--- src/rtl/uart_cmd_parser.sv ---
// Byte-stream command parser: SYNC, ADDR, DATA, CHK frames become single register writes.
// Frames are dropped on a bad address, a bad checksum, or an inter-byte gap that runs too long.
module uart_cmd_parser #(
  parameter logic [7:0] SYNC_BYTE     = 8'hA5,
  parameter logic [7:0] TIMEOUT_TICKS = 8'd200
) (
  input  logic       clk,
  input  logic       rst_n,
  input  logic       baud_tick,
  input  logic       byte_valid,
  input  logic [7:0] byte_data,
  output logic       reg_we,
  output logic [3:0] reg_addr,
  output logic [7:0] reg_wdata,
  output logic       frame_ok,
  output logic       frame_err,
  output logic [1:0] err_code,
  output logic       busy
);

  typedef enum logic [1:0] {
    HUNT     = 2'd0,
    GET_ADDR = 2'd1,
    GET_DATA = 2'd2,
    GET_CHK  = 2'd3
  } state_t;

  localparam logic [1:0] ERR_CHK  = 2'd1;
  localparam logic [1:0] ERR_ADDR = 2'd2;
  localparam logic [1:0] ERR_TMO  = 2'd3;

  state_t     state;
  logic [7:0] tmo_cnt;
  logic [3:0] addr_q;
  logic [7:0] data_q;
  logic       tmo_hit;

  function automatic logic [7:0] sat_inc(input logic [7:0] v);
    return (v == 8'hFF) ? v : v + 8'd1;
  endfunction

  function automatic logic [7:0] frame_chk(input logic [3:0] a, input logic [7:0] d);
    return SYNC_BYTE ^ {4'h0, a} ^ d;
  endfunction

  assign tmo_hit = (state != HUNT) && (tmo_cnt >= TIMEOUT_TICKS);
  assign busy    = (state != HUNT);

  // A received byte always outranks both timeout expiry and the tick increment.
  always_ff @(posedge clk or negedge rst_n) begin
    if (!rst_n) begin
      state     <= HUNT;
      tmo_cnt   <= 8'd0;
      addr_q    <= 4'd0;
      data_q    <= 8'd0;
      reg_we    <= 1'b0;
      reg_addr  <= 4'd0;
      reg_wdata <= 8'd0;
      frame_ok  <= 1'b0;
      frame_err <= 1'b0;
      err_code  <= 2'd0;
    end else begin
      reg_we    <= 1'b0;
      frame_ok  <= 1'b0;
      frame_err <= 1'b0;
      if (byte_valid) begin
        tmo_cnt <= 8'd0;
        case (state)
          HUNT: begin
            if (byte_data == SYNC_BYTE)
              state <= GET_ADDR;
          end
          GET_ADDR: begin
            if (byte_data[7:4] == 4'h0) begin
              addr_q <= byte_data[3:0];
              state  <= GET_DATA;
            end else begin
              frame_err <= 1'b1;
              err_code  <= ERR_ADDR;
              state     <= HUNT;
            end
          end
          GET_DATA: begin
            data_q <= byte_data;
            state  <= GET_CHK;
          end
          GET_CHK: begin
            if (byte_data == frame_chk(addr_q, data_q)) begin
              reg_we    <= 1'b1;
              frame_ok  <= 1'b1;
              reg_addr  <= addr_q;
              reg_wdata <= data_q;
            end else begin
              frame_err <= 1'b1;
              err_code  <= ERR_CHK;
            end
            state <= HUNT;
          end
          default: state <= HUNT;
        endcase
      end else if (tmo_hit) begin
        frame_err <= 1'b1;
        err_code  <= ERR_TMO;
        tmo_cnt   <= 8'd0;
        state     <= HUNT;
      end else if (baud_tick && (state != HUNT)) begin
        tmo_cnt <= sat_inc(tmo_cnt);
      end
    end
  end

endmodule

--- config.mk ---
export PLATFORM = sky130hd
export DESIGN_NAME = uart_cmd_parser
export DESIGN_NICKNAME = d
export VERILOG_FILES = /design/src/rtl/uart_cmd_parser.sv
export SDC_FILE = /design/constraint.sdc
export NUM_CORES = 1
export LEC_CHECK = 0
export BUFFER_PORTS_ARGS = -buffer_cell sky130_fd_sc_hd__buf_2
export CAP_MARGIN = 20
export CORE_ASPECT_RATIO = 0.5
export CORE_MARGIN = 4
export CORE_UTILIZATION = 50
export CTS_CLUSTER_SIZE = 20
export DETAILED_ROUTE_END_ITERATION = 6
export GPL_TIMING_DRIVEN = 0
export PLACE_DENSITY = 0.69
export SETUP_SLACK_MARGIN = 0.1
export SYNTH_ARGS = -nofsm -noshare
export SYNTH_HDL_FRONTEND = slang
export SYNTH_SLANG_ARGS = --single-unit
--- constraint.sdc ---
create_clock -name clk -period 2.9 [get_ports clk]
set_input_delay 0.145 -clock clk [delete_from_list [all_inputs] [get_ports clk]]
set_output_delay 0.145 -clock clk [all_outputs]
set_load 0.02 [all_outputs]
==> results.toml <==
[placed_design]
hpwlAfterDp_mm = 2.62
io_buffers = 29
dp_slack_ns = 1.05
placed_area_sq_um = 2130
gp_congestion = 0.821

[finish]
drive_gt1_share_pct = 40.8
final_cell_area_sq_um = 2250
num_antenna_cells = 0
area_growth_syn_to_layout_pct = 17.0
fin_nets = 197

[routing]
drcViolationCount = 0
ant_nets = 0
dr.pass1.iters = 4
routedWlPerCell_um = 15.2
drt_iter0_drc = 27
via_per_inst = 5.38
num_vias = 1264
drt_wl_total_mm = 3.58

[synth]
synth-seq-cells = 38
syn_inst = 146
ys_seq_area_share_pct = 49.4
synth-async-reset-ratio_pct = 100
syn_avg_cell_area_sq_um = 13.2
synth_cell_types = 47
yosys_warnings = 0
synth_area_sq_um = 1920
synth_fp_nets = 160
synth_edf_count = 0
yosys_most_used_dff = "dfrtp_1"

[global_route]
grt_max_degree = 39
grt_pass1_vias = 1225
grt_use_total_pct = 16.5
antenna_found_initial = 0
grt_first_pass_wirelength_mm = 5.93
overflow = 0

[sta]
slew_headroom_pct = 43.5
rsz0062_at_grt = "no"
hold_violations = 0
hold_ws_ns = 0.130
finalSetupTns_ns = 0
report.final.slew_viol_count = 0
layout_min_cycle_time_ns = 1.85
period_share_pct = 63.8
setup_viol = 0
worst_pin_slew_ns = 0.847
fin_skew_ns = 0.00475
fmax_mhz = 540
setup_slack_ns = 1.05

[die]
core_sq_um = 3570
die_y_um = 51.9
initial_utilization_pct = 53.9
ios = 30
die_w_um = 95.7
dieArea_sq_um = 4960
row_count = 15

[power]
total_power_uw = 1180
max-vdd-ir-drop_uv = 222
p_leak_uw = 0.00113
powerDensity_nw_per_um2 = 525

[cts]
clkTransAtPathRegs_ns = 0.07
cts_root_buffer = "clkbuf_8"
ctsHtreeMaxLevel = 2
clk_path_buf_depth = 2
numCtsBuffers = 5
tritoncts = "yes"
clkLatencyLatePin_ns = 0.30
cts.repair.resized = 0
clkSinkCount = 38

[hold_path]
hold_class = "primary input to flop"
whs_path_depth = 2

[worst_setup_path]
cp_max_fo = 10
required_ns = 3.08
path_class = "flop to flop"
cp-end-kind = "flop"
ff2ff_path_depth = 5
cp-start-kind = "flop"
worstPathArrival_ns = 2.03

[outcome]
status = "finished clean"

[flow_run]
max-cap-violations = 0
-- cells in the mapped netlist, types with 2 or more instances --
cell / instances / area share (%)
a21oi_1: 4 / 1.0
buf_4: 2 / 0.78
dfrtp_1: 38 / 49
ha_1: 2 / 1.3
inv_1: 6 / 1.2
mux2_2: 14 / 8.2
mux2_4: 10 / 7.8
nand2_1: 6 / 1.2
nand2b_1: 3 / 0.98
nand3_1: 4 / 1.0
nand3b_1: 3 / 1.2
nand4_1: 3 / 0.98
nor2_1: 5 / 0.98
nor3_1: 3 / 0.78
o21a_1: 2 / 0.78
o21ai_0: 3 / 0.78
o22ai_1: 2 / 0.65
xnor2_1: 2 / 0.91
xnor3_1: 2 / 2.3
xor2_1: 4 / 1.8
xor3_2: 2 / 2.6
-- final timing paths --
check,start,endpoint,slack (ns)
max,data_q[1],reg_wdata[4],1.05
min,byte_data[3],data_q[3],0.13
max reg2reg,data_q[1],reg_wdata[4],1.05
min reg2reg,reg_wdata[2],reg_wdata[2],0.51
max in group asynchronous,rst_n,reg_wdata[4],1.87
min in group asynchronous,rst_n,tmo_cnt[0],0.48
-- placed cells by master, fill, tap and decap left out, types with 3 or more instances in the layout --
master	n
dfrtp_1	38
buf_2	30
mux2_2	14
mux2_4	10
inv_1	6
nand2_1	6
nor2_1	5
clkbuf_8	5
nand3_1	4
xor2_1	4
a21oi_1	4
nand2b_1	3
o21ai_0	3
nor3_1	3
nand4_1	3
nand3b_1	3
-- stage by stage --
stage / utilization, % / instances
after CTS: 63.1 / 235
after global placement: 59.8 / 226
after global routing: 63.1 / 235
final: 63.1 / 235
after floorplan: - / 146
after detailed placement: 59.8 / 226
-- state kept, by name (all words and copies together) (netlist names) --
name / count
frame_err: 1
frame_ok: 1
reg_addr: 4
data_q: 8
tmo_cnt: 8
err_code: 2
addr_q: 4
state: 2
reg_wdata: 8
-- what timing repair did --
action                    CTS  global route
hold endpoints to repair   38             0
hold buffers                1             0
buffers inserted            0             0
-- critical path, cell delays in order (launching register included) --
cell	delay (ns)
dfrtp_1	0.40
xnor3_1	0.44
nand4_4	0.16
nor3_4	0.25
buf_12	0.19
mux2_4	0.30
-- metal layers --
metal | vias to the layer above | track usage, % | wire length, um
met5 | - | 0 | 0
met4 | 0 | 7.78 | 67
met3 | 8 | 5.20 | 147
met2 | 22 | 25.3 | 1600
met1 | 624 | 21.4 | 1760
li1 | 610 | - | -
-- logic make-up after synthesis --
| family | share of synthesized area, % |
|---|---|
| AO/OA/AOI/OAI | 7.94 |
| flip-flops | 49.4 |
| XOR/XNOR | 7.68 |
| multiplexers | 16.5 |
| buffers and inverters | 3.51 |
| AND/OR/NAND/NOR | 13.6 |
| adder cells (fa/ha/maj) | 1.30 |
-- layout make-up --
cell class / instances / area [sq um]
multi-input combinational: 97 / 905
tap: 51 / 63.8
inverter: 6 / 22.5
fill: 285 / 1320
buffer: 5 / 45.0
timing repair buffer: 30 / 155
clock inverter: 3 / 40.0
sequential: 38 / 951
clock buffer: 5 / 68.8
-- power by group --
group / total [uW] / switching [uW] / internal (uW)
Clock: 444 / 191 / 253
Combinational: 154 / 75.5 / 78.4
Sequential: 584 / 26.3 / 558
Power figures use the tool's default switching activity.
